File: src/rtl/usb_cmd_rx_if.sv
// CPU OUT-endpoint byte link plus the register-write side of usb_cmd_rx.
// The slave modport is the receiver; the master modport is the CPU/register-file side.
interface usb_cmd_rx_if;
    logic        flag;
    logic [7:0]  xdata;
    logic        xread;
    logic [7:0]  reg_adr;
    logic [15:0] reg_dat;
    logic        reg_we;
    logic [7:0]  err_cnt;
    logic        busy;

    modport master (
        output flag, xdata,
        input  xread, reg_adr, reg_dat, reg_we, err_cnt, busy
    );

    modport slave (
        input  flag, xdata,
        output xread, reg_adr, reg_dat, reg_we, err_cnt, busy
    );
endinterface

File: src/rtl/usb_cmd_rx.sv
// Pulls host-to-device bytes from the CPU OUT FIFO and frames them into
// 5-byte checked register-write commands (SYNC, ADR, DLO, DHI, CSUM).
module usb_cmd_rx #(
    parameter logic [7:0]  SYNC    = 8'hBA,
    parameter logic [7:0]  CSEED   = 8'h5A,
    parameter int unsigned TIMEOUT = 1000,
    parameter int unsigned TBITS   = 10
) (
    input  logic        clk,
    input  logic        reset,
    usb_cmd_rx_if.slave bus
);

    typedef enum logic [2:0] {HUNT, ADR, DLO, DHI, CSUM} state_t;

    state_t             state;
    logic               samp;
    logic [TBITS-1:0]   timer;
    logic [7:0]         a_r;
    logic [15:0]        d_r;
    logic               csum_ok_c;
    logic               timeout_c;

    assign csum_ok_c = (bus.xdata == (a_r ^ d_r[7:0] ^ d_r[15:8] ^ CSEED));
    assign timeout_c = (state != HUNT) && (timer == TBITS'(TIMEOUT));

    function automatic logic [7:0] sat_inc(input logic [7:0] v);
        return (v == 8'hFF) ? v : v + 8'd1;
    endfunction

    // samp marks the cycle after xread: the byte on xdata is taken at its closing edge,
    // which is also the earliest edge that may launch the next read.
    always_ff @(posedge clk or posedge reset) begin
        if (reset) begin
            state       <= HUNT;
            samp        <= 1'b0;
            timer       <= '0;
            a_r         <= '0;
            d_r         <= '0;
            bus.xread   <= 1'b0;
            bus.reg_adr <= '0;
            bus.reg_dat <= '0;
            bus.reg_we  <= 1'b0;
            bus.err_cnt <= '0;
            bus.busy    <= 1'b0;
        end else begin
            bus.xread  <= bus.flag && !bus.xread;
            samp       <= bus.xread;
            bus.reg_we <= 1'b0;

            if (samp) begin
                timer <= '0;
                case (state)
                    HUNT: begin
                        if (bus.xdata == SYNC) begin
                            state    <= ADR;
                            bus.busy <= 1'b1;
                        end
                    end
                    ADR: begin
                        a_r   <= bus.xdata;
                        state <= DLO;
                    end
                    DLO: begin
                        d_r[7:0] <= bus.xdata;
                        state    <= DHI;
                    end
                    DHI: begin
                        d_r[15:8] <= bus.xdata;
                        state     <= CSUM;
                    end
                    CSUM: begin
                        state    <= HUNT;
                        bus.busy <= 1'b0;
                        if (csum_ok_c) begin
                            bus.reg_adr <= a_r;
                            bus.reg_dat <= d_r;
                            bus.reg_we  <= 1'b1;
                        end else begin
                            bus.err_cnt <= sat_inc(bus.err_cnt);
                        end
                    end
                    default: begin
                        state    <= HUNT;
                        bus.busy <= 1'b0;
                    end
                endcase
            end else if (timeout_c) begin
                // A byte sampled on the same edge takes priority over the timeout.
                state       <= HUNT;
                bus.busy    <= 1'b0;
                timer       <= '0;
                bus.err_cnt <= sat_inc(bus.err_cnt);
            end else if (state == HUNT) begin
                timer <= '0;
            end else begin
                timer <= timer + TBITS'(1);
            end
        end
    end

endmodule

File: src/flat_wrapper.sv
// flat-port wrapper written by rule: the top's interface ports become plain ports
module usb_cmd_rx_flat 
#(
    parameter logic [7:0]  SYNC    = 8'hBA,
    parameter logic [7:0]  CSEED   = 8'h5A,
    parameter int unsigned TIMEOUT = 1000,
    parameter int unsigned TBITS   = 10
)
  (clk, reset, bus_flag, bus_xdata, bus_xread, bus_reg_adr, bus_reg_dat, bus_reg_we, bus_err_cnt, bus_busy);
  usb_cmd_rx_if bus_i ();
  input  logic clk;
  input  logic reset;
  input wire logic [$bits(bus_i.flag)-1:0] bus_flag;
  input wire logic [$bits(bus_i.xdata)-1:0] bus_xdata;
  output wire logic [$bits(bus_i.xread)-1:0] bus_xread;
  output wire logic [$bits(bus_i.reg_adr)-1:0] bus_reg_adr;
  output wire logic [$bits(bus_i.reg_dat)-1:0] bus_reg_dat;
  output wire logic [$bits(bus_i.reg_we)-1:0] bus_reg_we;
  output wire logic [$bits(bus_i.err_cnt)-1:0] bus_err_cnt;
  output wire logic [$bits(bus_i.busy)-1:0] bus_busy;
  assign bus_i.flag = bus_flag;
  assign bus_i.xdata = bus_xdata;
  assign bus_xread = bus_i.xread;
  assign bus_reg_adr = bus_i.reg_adr;
  assign bus_reg_dat = bus_i.reg_dat;
  assign bus_reg_we = bus_i.reg_we;
  assign bus_err_cnt = bus_i.err_cnt;
  assign bus_busy = bus_i.busy;
  usb_cmd_rx #(.SYNC(SYNC), .CSEED(CSEED), .TIMEOUT(TIMEOUT), .TBITS(TBITS)) u_core (.clk(clk), .reset(reset), .bus(bus_i));
endmodule
File: config.mk
export PLATFORM = sky130hd
export DESIGN_NAME = usb_cmd_rx_flat
export DESIGN_NICKNAME = d
export VERILOG_FILES = /design/src/rtl/usb_cmd_rx_if.sv /design/src/rtl/usb_cmd_rx.sv /design/src/flat_wrapper.sv
export SDC_FILE = /design/constraint.sdc
export NUM_CORES = 1
export LEC_CHECK = 0
export ABC_CLOCK_PERIOD_IN_PS = 2330
export BUFFER_PORTS_ARGS = -buffer_cell sky130_fd_sc_hd__buf_2
export CAP_MARGIN = 20
export CORE_ASPECT_RATIO = 1.1
export CORE_MARGIN = 3
export CORE_UTILIZATION = 50
export CTS_CLUSTER_SIZE = 20
export DETAILED_ROUTE_END_ITERATION = 16
export GPL_ROUTABILITY_DRIVEN = 0
export GPL_TIMING_DRIVEN = 0
export PLACE_DENSITY = 0.7
export REMOVE_ABC_BUFFERS = 1
export SETUP_SLACK_MARGIN = 0.4
export SLEW_MARGIN = 25
export SYNTH_ARGS = -nofsm -noshare
export SYNTH_HDL_FRONTEND = slang
export SYNTH_SLANG_ARGS = --single-unit
File: constraint.sdc
create_clock -name clk -period 2.33 [get_ports clk]
set_input_delay 0.233 -clock clk [delete_from_list [all_inputs] [get_ports clk]]
set_output_delay 0.233 -clock clk [all_outputs]
set_load 0.05 [all_outputs]
# Word level (Yosys, flattened, before mapping)
# Cells that the tools add are included.
# word_totals
register_bits	73
latchBits	0
mem_bits_rw	0
mem_bits_ro	0
elab_cells	62
mem_count	0
# op_classes
n_addsub	2
n_mul	0
div_mod_pow	0
order_cmp	0
eq_ne	12
shift	0
n_mux	19
n_bitwise	3
reduce_logical	14
# op_table
operator	n
$mux W8	5
$mux W10	3
$eq A8 B8 Y1 const B	2
$xor A8 B8 Y8	2
$pmux W3 S4	1
$add A10 B1 Y10 const B	1
$eq A10 B10 Y1 const B	1
$mux W3	3
$reduce_and A3 Y1	3
$add A8 B1 Y8 const B	1
$eq A8 B8 Y1	1
$reduce_and A2 Y1	4
$eq A3 B2 Y1 const B	2
$mux W1	6
$ne A2 B2 Y1 const B	3
$not A4 Y4	1
$eq A3 B1 Y1 const B	1
$eq A3 B3 Y1 const B	1
$logic_not A3 Y1	1
$ne A3 B3 Y1 const B	1
$reduce_bool A3 Y1	1
$reduce_or A3 Y1	1
$logic_and A1 B1 Y1	2
$pmux W1 S2	1
2 further kinds	2

# Depth between registers and ports, before layout
# Gate-level depths: netlist of the first run.
# logic_depth
ltp_word	7
mapped_depth	8
ltp_nobuf	7

# Least setup slack after synthesis of the first run
# No wires, ideal clock.
# synth_timing
path_type	reg2reg
from	register u_core.bus.err_cnt[0]
to	register u_core.bus.err_cnt[5]
arrival_time_ns	1.961
required_ns	2.191
path_slack_ns	0.230
stages_incl_launch_ff	6
path_buffers	0
period_less_slack_ns	2.100
cell_sequence	dfrtp_1 -> ha_1 -> nand3_1 -> o221ai_2 -> o31a_1 -> or4_1
# synth_between
elab_chain_cells	5
elab_cells_between_ends	7
# synth_lines
element	line_no	source
from (decl)	usb_cmd_rx_if.sv:20	output xread, reg_adr, reg_dat, reg_we, err_cnt, busy
from (signal assigned)	usb_cmd_rx.sv:80	bus.err_cnt <= sat_inc(bus.err_cnt);
from (signal assigned)	usb_cmd_rx.sv:93	bus.err_cnt <= sat_inc(bus.err_cnt);
$add A8 B1 Y8 or $eq A8 B8 Y1 (tied branches)	usb_cmd_rx.sv:28	return (v == 8'hFF) ? v : v + 8'd1;
$mux W8 (*)	usb_cmd_rx.sv:28	
$mux W8	usb_cmd_rx.sv:75	if (csum_ok_c) begin
$mux W8	usb_cmd_rx.sv:53	case (state)
$mux W8 (*)	usb_cmd_rx.sv:51	if (samp) begin
# Mark *: on every way between the ends. The rest lies on a longest branch, timed or not. The select of a mux whose other input is x is not followed.
# A chain may end at the register's enable or synchronous reset.

# Final worst setup path of the first run
# layout_timing
from	register u_core.a_r[7]
to	register u_core.bus.reg_dat[9]
# layout_between
elab_chain_cells	4
# layout_lines
element	line_no	source
from (decl)	usb_cmd_rx.sv:19	logic [7:0] a_r;
from (signal assigned)	usb_cmd_rx.sv:61	a_r <= bus.xdata;
$xor A8 B8 Y8 (2 in a row)	usb_cmd_rx.sv:24	assign csum_ok_c = (bus.xdata == (a_r ^ d_r[7:0] ^ d_r[15:8] ^ CSEED));
$eq A8 B8 Y1	usb_cmd_rx.sv:24	
$reduce_and A3 Y1 (no line)	--	
to (signal assigned)	usb_cmd_rx.sv:77	bus.reg_dat <= d_r;
to (decl)	usb_cmd_rx_if.sv:20	
# No other way between the ends.

==> flow_metrics.env, run 1 <==
export IMPL_io_pins=46
export IMPL_antenna_found_initial=0
export IMPL_power_density_nw_per_um2=1220
export IMPL_regArea_um2=1830
export IMPL_min_period_ps=2010
export IMPL_drv_cap=0
export IMPL_period_share_pct=86.1
export IMPL_area_growth_pct=23.8
export IMPL_slowest_stage="dfrtp_1"
export IMPL_fp_dieW_um=84.8
export IMPL_vias_per_cell=5.45
export IMPL_synth_largest_area_cell="dfrtp_1"
export IMPL_status="complete, no violations"
export IMPL_arrival_ps=2230
export IMPL_worstHoldPathType="input pin to flop"
export IMPL_portBuffers=45
export IMPL_final_common_cell="dfrtp_1"
export IMPL_die_area_um2=7860
export IMPL_finalSetupViolations=0
export IMPL_clk_pin_slew_ps=80
export IMPL_final_nets=344
export IMPL_mostFrequentLayoutCells="71 x dfrtp_1, 45 x buf_2, 26 x mux2_2"
export IMPL_chipHeight_um=92.7
export IMPL_drc_errors=0
export IMPL_peakVddDrop_mv=0.776
export IMPL_crit_path_end_kind="flop"
export IMPL_num_fill_cells=493
export IMPL_final_hold_viol_count=0
export IMPL_finalClockSkew_ps=8.35
export IMPL_grt_pass1_vias=2245
export IMPL_instances_no_fill=415
export IMPL_path_class="flop to flop"
export IMPL_antenna_cells=0
export IMPL_critical_path_top_delay_family="simple AND/OR/NAND/NOR gates"
export IMPL_clock_fmax_ghz=0.499
export IMPL_async_reset_ff_share_pct=100
export IMPL_clock_sinks=73
export IMPL_worstPathCellList="xor2_1 > xnor2_1 > and4_4 > and4_4 > buf_12 > mux2_4"
export IMPL_ys_seq_area_share_pct=53.5
export IMPL_syn_area_per_cell_um2=13.2
export IMPL_yosys_warnings=0
export IMPL_start_util_pct=53.5
export IMPL_routed_wl_um=7070
export IMPL_slowest_delay_ps=420
export IMPL_worst_pin_slew_ps=567
export IMPL_synth_edf_count=0
export IMPL_tns_ps=0
export IMPL_cts_buffer_depth=2
export IMPL_multi_input_area_um2=1620
export IMPL_core_area_um2=6380
export IMPL_grt_max_degree=41
export IMPL_cts_root_buffer_cell="clkbuf_8"
export IMPL_numCtsBuffers=9
export IMPL_drt_pass1_iter_count=4
export IMPL_postRouteAntennaNets=0
export IMPL_overflow=0
export IMPL_synth_ff_type="dfrtp_1"
export IMPL_rows=30
export IMPL_critPathBufInv=1
export IMPL_worstPathRequired_ps=2560
export IMPL_grt_pass1_wl_um=11100
export IMPL_vias=2263
export IMPL_power_leakage_nw=1.98
export IMPL_drive_gt1_share_pct=44.8
export IMPL_hpwl_um=4080
export IMPL_start_kind="flop"
export IMPL_dp_cells=375
export IMPL_ys_types=42
export IMPL_relSlewSlack_pct=62.2
export IMPL_crit_path_max_fanout=7
export IMPL_slew_viol_final=0
export IMPL_synth_area_um2=3420
export IMPL_cp_common_cell="and4_4"
export IMPL_yosysTopAreaCellShare_pct=53.5
export IMPL_drt_iter0_markers=103
export IMPL_htreeDepth=3
export IMPL_clock_latency_ps=350
export IMPL_grt_setup_unrepaired="true"
export IMPL_grt_usage_pct=18.4
export IMPL_cts_tree="built"
export IMPL_wl_per_cell_um=17.0
export IMPL_ys_seq_elements=73
export IMPL_synth_cells=258
export IMPL_yosys_top_cells_area="dfrtp_1 53%, mux2_2 9.6%, mux2_4 8.8%"
## registers in the layout, indices dropped and copies added, names as in the netlist
name / count
u_core.bus.reg_dat: 16
u_core.d_r: 16
u_core.timer: 10
u_core.a_r: 8
u_core.bus.err_cnt: 8
u_core.bus.reg_adr: 8
u_core.state: 3
u_core.bus.busy: 1
u_core.bus.reg_we: 1
u_core.bus.xread: 1
u_core.samp: 1
## area by class of cell
type                       instances  share of cell area (%)
clock buffer                      14                    4.08
clock inverter                     2                   0.828
inverter                           6                   0.592
multi-input combinational        172                    38.2
sequential                        73                    43.2
tap                               80                    2.37
timing repair buffer              68                    10.7
## where the power goes
part / internal [mW] / switching, mW
combinational: 1.00 / 1.26
clock: 0.582 / 0.456
sequential: 1.58 / 0.296
## synthesized netlist by cell type (2+ instances only)
master     n
inv_1      6
buf_8      2
and3_1     5
xor2_1    18
ha_1       3
nor3_1     4
dfrtp_1   73
a311oi_1   4
xnor2_1   17
a21oi_1    3
mux2_4    20
buf_6      3
buf_2      2
or3_1      2
mux2_2    29
and4_4     2
o21ai_0    3
nor2_1    16
a31oi_1    2
nand3_1   10
nand4_1    3
nand2_1    9
clkbuf_1   2
nor2b_1    2
## kinds of logic after synthesis
logic type               synth area share [%]
AND/OR/NAND/NOR                          10.3
XOR/XNOR                                 9.71
buffers and inverters                    3.04
adder cells (fa/ha/maj)                  1.10
AO/OA/AOI/OAI                            4.07
multiplexers                             18.4
flip-flops                               53.5
## metrics by stage
stage                     setup WS (ps)  power (mW)  util, %  cell area, um2  hold slack (ps)
after floorplan                   -46.1        3.14        -            3330              371
after global placement             -653        3.48     57.4            3660              381
after detailed placement           -564        3.53     57.7            3680              270
after CTS                           330        4.99     65.1            4160              120
after global routing                257        5.45     66.3            4230              112
final                               325        5.17     66.3            4230              123
## worst paths after layout
check                                  from                     to  slack [ps]  cells after the start
setup / recovery              u_core.a_r[7]  u_core.bus.reg_dat[9]         320                      6
hold / removal                     bus_flag       u_core.bus.xread         120                      2
setup reg to reg              u_core.a_r[7]  u_core.bus.reg_dat[9]         320                      6
hold reg to reg            u_core.bus.xread            u_core.samp         410                      0
max in group asynchronous             reset        u_core.state[0]        1330                      4
min in group asynchronous             reset  u_core.bus.reg_dat[5]         440                      3
## worst register-to-register path, cell delays in order (launching register included)
cell and delay [ps]:
dfrtp_1 420, xor2_1 160, xnor2_1 290, and4_4 330, and4_4 260, buf_12 140, mux2_4 300
## timing repair
item                                   CTS  global route
cloned                                   2             0
endpoints found under the hold margin   33             0
buffers inserted                        18             3
gates resized for setup                 18             9
setup endpoints to repair               41            45
hold buffers                             1             0
pin swaps                               11            11
## per-layer routing
layer  up-vias  share of wire (%)  GRT usage [%]
met5         -                  0              0
met4         0                1.9           9.76
met3        11                5.5           5.69
met2        51                 49           28.4
met1      1140                 43           23.0
li1       1061                  -              -
Note: power is estimated with default switching activity, not from simulation.
==> inputs of run 2 (changes only) <==
--- a/config.mk
+++ b/config.mk
@@ -13,7 +13,6 @@
 export CORE_UTILIZATION = 50
 export CTS_CLUSTER_SIZE = 20
 export DETAILED_ROUTE_END_ITERATION = 16
-export GPL_ROUTABILITY_DRIVEN = 0
 export GPL_TIMING_DRIVEN = 0
 export PLACE_DENSITY = 0.7
 export REMOVE_ABC_BUFFERS = 1
==> constraint.sdc (replaced) <==
create_clock -name clk -period 2.33 [get_ports clk]
set_input_delay 0.5825 -clock clk [delete_from_list [all_inputs] [get_ports clk]]
set_output_delay 0.5825 -clock clk [all_outputs]
set_load 0.05 [all_outputs]
==> run 2 against run 1 <==
Via count fell by 0.13%. Highest routed layer unchanged. Critical path depth unchanged. Register-to-register slack is essentially flat. Non-clock buffer count down 1. Critical endpoint unchanged.
==> flow_metrics.env, run 2 (synthesis gave the netlist of run 1 again) <==
export IMPL_status="complete, no violations"
export IMPL_final_hold_viol_count=0
export IMPL_p_switching_mw=2.01
export IMPL_routed_wl_um=7070
export IMPL_rows=30
export IMPL_placed_cell_area_um2=3680
export IMPL_drc_errors=0
export IMPL_start_util_pct=53.5
export IMPL_arrival_ps=2240
export IMPL_min_period_ps=2010
export IMPL_drive_gt1_share_pct=44.9
export IMPL_combPwrFrac_pct=43.7
export IMPL_relSlewSlack_pct=61.8
export IMPL_postRouteAntennaNets=0
export IMPL_clock_latency_ps=340
export IMPL_p_clk_share_pct=20.0
export IMPL_grt_usage_pct=18.3
export IMPL_core_area_um2=6380
export IMPL_antenna_found_initial=0
export IMPL_numCtsBuffers=9
export IMPL_worstPathCellList="xor2_1 > xnor2_1 > and4_4 > and4_4 > buf_12 > mux2_4"
export IMPL_intPower_mw=3.16
export IMPL_utilization_pct=66.1
export IMPL_final_common_cell="dfrtp_1"
export IMPL_top_regs="u_core.bus.reg_dat (16), u_core.d_r (16), u_core.timer (10)"
export IMPL_final_nets=343
export IMPL_grt_max_degree=41
export IMPL_power_density_nw_per_um2=1220
export IMPL_clock_sinks=73
export IMPL_worst_pin_slew_ps=572
export IMPL_clk_pin_slew_ps=70
export IMPL_grt_pass1_wl_um=11100
export IMPL_place_congestion=0.765
export IMPL_hold_slack_ps=242
export IMPL_peakVddDrop_mv=0.774
export IMPL_htreeDepth=3
export IMPL_io_pins=46
export IMPL_drt_pass1_iter_count=4
export IMPL_grt_pass1_vias=2244
export IMPL_finalSetupViolations=0
export IMPL_cts_root_buffer_cell="clkbuf_8"
export IMPL_chipHeight_um=92.7
export IMPL_crit_path_max_fanout=7
export IMPL_crit_path_end_kind="flop"
export IMPL_fp_dieW_um=84.8
export IMPL_total_power_mw=5.17
export IMPL_worstPathRequired_ps=2550
export IMPL_slowest_delay_ps=400
export IMPL_slew_viol_final=0
export IMPL_finalClockSkew_ps=8.63
export IMPL_antenna_cells=0
export IMPL_p_sw_share_pct=38.9
export IMPL_cts_tree="built"
export IMPL_postLayoutCellArea_um2=4220
export IMPL_critPathBufInv=1
export IMPL_p_seq_share_pct=36.2
export IMPL_drv_cap=0
export IMPL_period_share_pct=86.4
export IMPL_drt_iter0_markers=103
export IMPL_cts_buffer_depth=2
export IMPL_worstHoldPathType="input pin to asynchronous set/reset pin"
export IMPL_overflow=0
export IMPL_vias=2260
export IMPL_critical_path_top_delay_family="simple AND/OR/NAND/NOR gates"
export IMPL_rrSetupSlack_ps=320
export IMPL_portBuffers=45
export IMPL_cp_common_cell="and4_4"
export IMPL_area_growth_pct=23.6
export IMPL_vias_per_cell=5.46
export IMPL_mostFrequentLayoutCells="71 x dfrtp_1, 45 x buf_2, 26 x mux2_2"
export IMPL_start_kind="flop"
export IMPL_hpwl_um=4080
export IMPL_die_area_um2=7860
export IMPL_path_class="flop to flop"
export IMPL_wl_per_cell_um=17.1
export IMPL_slowest_stage="dfrtp_1"
export IMPL_power_leakage_nw=1.98
export IMPL_clock_fmax_ghz=0.497
export IMPL_grt_setup_unrepaired="true"
run 2: repair_timing:
action / CTS / global route
buffers inserted: 18 / 3
hold buffers: 0 / 0
gates resized for setup: 18 / 9
pin swaps: 11 / 11
gates cloned: 2 / 0
endpoints found under the setup margin: 41 / 45
run 2: worst paths after layout:
check,from,end,cells past startpoint
worst min register to register,u_core.bus.xread,u_core.samp,0
max in group asynchronous,reset,u_core.state[0],3
min in group clk,u_core.bus.xread,u_core.samp,0
worst max-delay path,u_core.d_r[13],u_core.bus.reg_dat[9],6
worst max register to register,u_core.d_r[13],u_core.bus.reg_dat[9],6
worst min-delay path,reset,u_core.bus.reg_dat[5],2
run 2: final cells by class:
cell class / instances / area [um2]
clock buffer: 14 / 173
sequential: 73 / 1830
tap: 80 / 100
multi-input combinational: 172 / 1620
timing repair buffer: 67 / 443
fill: 494 / 2160
clock inverter: 2 / 35.0
inverter: 6 / 25.0
run 2: metrics by stage:
step | cells | setup WS [ps] | TNS (ps)
after floorplan | 249 | -220 | -12130
after global placement | 374 | -1000 | -93130
after detailed placement | 375 | -866 | -21440
after CTS | 411 | 330 | 0
after global routing | 414 | 257 | 0
final | 414 | 318 | 0
run 2: power groups by stage:
| stage | Clock [mW] | Sequential, mW | Combinational [mW] |
|---|---|---|---|
| floorplan | 0 | 2.11 | 1.03 |
| global placement | 0 | 1.91 | 1.57 |
| detailed placement | 0 | 1.93 | 1.60 |
| CTS | 1.06 | 1.87 | 2.06 |
| global route | 1.12 | 1.92 | 2.42 |
| finish | 1.04 | 1.87 | 2.26 |
run 2: metal layers:
layer / share of wire (%) / wire [um] / up-vias / GRT usage (%)
met5: 0 / 0 / - / 0
met1: 43 / 3080 / 1136 / 23.0
li1: - / - / 1060 / -
met3: 5.3 / 376 / 12 / 5.69
met4: 2.0 / 145 / 0 / 9.76
met2: 49 / 3480 / 52 / 28.4
==> inputs of run 3 (changes only) <==
--- a/config.mk
+++ b/config.mk
@@ -16,7 +16,6 @@
 export GPL_TIMING_DRIVEN = 0
 export PLACE_DENSITY = 0.7
 export REMOVE_ABC_BUFFERS = 1
-export SETUP_SLACK_MARGIN = 0.4
 export SLEW_MARGIN = 25
 export SYNTH_ARGS = -nofsm -noshare
 export SYNTH_HDL_FRONTEND = slang
==> run 3 against run 2 <==
Final area decreased by 7.3%. Clock skew fell by 2.4 ps. First-iteration DRC count rose by 17%. Global-route usage fell by 1.6 points. Highest routed layer unchanged. Clock-buffer cell count is the same.
==> flow_metrics.env, run 3 (synthesis gave the netlist of run 1 again) <==
export IMPL_clk_pin_slew_ps=70
export IMPL_utilization_pct=61.3
export IMPL_combPwrFrac_pct=36.5
export IMPL_portBuffers=45
export IMPL_slowest_stage="and4_4"
export IMPL_cts_root_buffer_cell="clkbuf_8"
export IMPL_vias=2113
export IMPL_p_seq_share_pct=41.2
export IMPL_area_growth_pct=14.5
export IMPL_clock_sinks=73
export IMPL_p_switching_mw=1.75
export IMPL_relSlewSlack_pct=45.2
export IMPL_tns_ps=0
export IMPL_slew_viol_final=0
export IMPL_intPower_mw=2.85
export IMPL_cts_buffer_depth=2
export IMPL_finalSetupViolations=0
export IMPL_worstHoldPathType="input pin to asynchronous set/reset pin"
export IMPL_vias_per_cell=5.39
export IMPL_path_class="flop to flop"
export IMPL_overflow=0
export IMPL_postRouteAntennaNets=0
export IMPL_clock_fmax_ghz=0.453
export IMPL_fp_dieW_um=84.8
export IMPL_htreeDepth=3
export IMPL_p_sw_share_pct=38.1
export IMPL_grt_setup_unrepaired="false"
export IMPL_place_congestion=0.765
export IMPL_crit_path_end_kind="flop"
export IMPL_slowest_delay_ps=430
export IMPL_antenna_cells=0
export IMPL_start_util_pct=53.5
export IMPL_placed_cell_area_um2=3680
export IMPL_final_nets=321
export IMPL_cts_setup_buffers=0
export IMPL_drt_pass1_iter_count=4
export IMPL_hpwl_um=4080
export IMPL_dp_slack_ps=-866
export IMPL_worst_pin_slew_ps=819
export IMPL_cts_tree="built"
export IMPL_drt_iter0_markers=121
export IMPL_p_clk_share_pct=22.3
export IMPL_postLayoutCellArea_um2=3910
export IMPL_routed_wl_um=6150
export IMPL_antenna_found_initial=0
export IMPL_status="complete, no violations"
export IMPL_clock_latency_ps=340
export IMPL_arrival_ps=2430
export IMPL_top_layer="met4"
export IMPL_drc_errors=0
export IMPL_rr_worst_depth=5
export IMPL_rrSetupSlack_ps=120
export IMPL_chipHeight_um=92.7
export IMPL_power_leakage_nw=1.84
export IMPL_numCtsBuffers=9
export IMPL_final_common_cell="dfrtp_1"
export IMPL_met2_length_um=2860
export IMPL_total_power_mw=4.60
export IMPL_top_regs="u_core.bus.reg_dat (16), u_core.d_r (16), u_core.timer (10)"
export IMPL_peakVddDrop_mv=0.727
export IMPL_wl_met3_um=360
export IMPL_grt_max_degree=41
export IMPL_final_hold_viol_count=0
export IMPL_core_area_um2=6380
export IMPL_dp_cells=375
export IMPL_num_fill_cells=528
export IMPL_hold_slack_ps=242
export IMPL_met1_length_um=2820
export IMPL_grt_pass1_wl_um=10200
export IMPL_min_period_ps=2210
export IMPL_worstPathCellList="xor2_1 > xnor2_1 > o211a_2 > and4_4 > mux2_2"
export IMPL_instances_no_fill=392
export IMPL_finalClockSkew_ps=6.23
export IMPL_io_pins=46
export IMPL_period_share_pct=94.8
export IMPL_rows=30
export IMPL_start_kind="flop"
export IMPL_worstPathRequired_ps=2550
export IMPL_fin_ws_ps=122
export IMPL_drive_gt1_share_pct=38.1
export IMPL_grt_usage_pct=16.7
export IMPL_crit_path_max_fanout=12
export IMPL_mostFrequentLayoutCells="73 x dfrtp_1, 45 x buf_2, 29 x mux2_2"
export IMPL_die_area_um2=7860
export IMPL_drv_cap=0
export IMPL_grt_pass1_vias=2042
export IMPL_wl_per_cell_um=15.7
export IMPL_power_density_nw_per_um2=1180
## run 3: cell types whose count changed in the layout (fill, tap and decap cells not counted), moves of 3 or more
cell / previous run / this run
buf_6: 4 / 0
mux2_2: 26 / 29
mux2_4: 23 / 20
buf_4: 15 / 0
## run 3: worst paths after layout
| path | startpoint | to |
|---|---|---|
| max | u_core.d_r[12] | u_core.bus.reg_adr[7] |
| min | reset | u_core.bus.reg_dat[5] |
| max reg2reg | u_core.d_r[12] | u_core.bus.reg_adr[7] |
| min reg2reg | u_core.bus.xread | u_core.samp |
| max in group asynchronous | reset | u_core.d_r[0] |
| min in group clk | u_core.bus.xread | u_core.samp |
## run 3: worst max-delay path, delay by kind of cell (launching register included)
family	cells	cell delay, ps
AOI/OAI and AO/OA	1	390
DFF	1	410
and+or+nand+nor	1	430
xor gates and xnor gates	2	490
muxes	1	370
## run 3: routing by layer
metal  up-vias  GRT usage (%)
li1       1013              -
met1      1041           22.2
met2        49           25.1
met3        10           4.98
met4         0           8.18
met5         -              0
## run 3: what timing repair did
| item | 4_1_cts | 5_1_grt |
|---|---|---|
| resized for setup | 3 | 1 |
| hold buffers | 0 | 0 |
| cloned | 1 | 0 |
| pin swaps | 1 | 1 |
| endpoints found under the setup margin | 26 | 5 |
## run 3: layout make-up
cell class	instances	area [um2]	share of cell area (%)
Clock buffer	14	173	4.41
Timing Repair Buffer	46	245	6.27
Multi-Input combinational cell	171	1510	38.5
Sequential cell	73	1830	46.7
Clock inverter	2	35.0	0.895
Tap cell	80	100	2.56
Inverter	6	25.0	0.640
## run 3: power groups by stage
| stage | clock network (mW) | logic [mW] | registers [mW] |
|---|---|---|---|
| final | 1.03 | 1.68 | 1.90 |
| after global routing | 1.11 | 1.83 | 1.95 |
| after floorplan | 0 | 1.03 | 2.11 |
| after global placement | 0 | 1.57 | 1.91 |
| after CTS | 1.06 | 1.68 | 1.90 |
| after detailed placement | 0 | 1.60 | 1.93 |
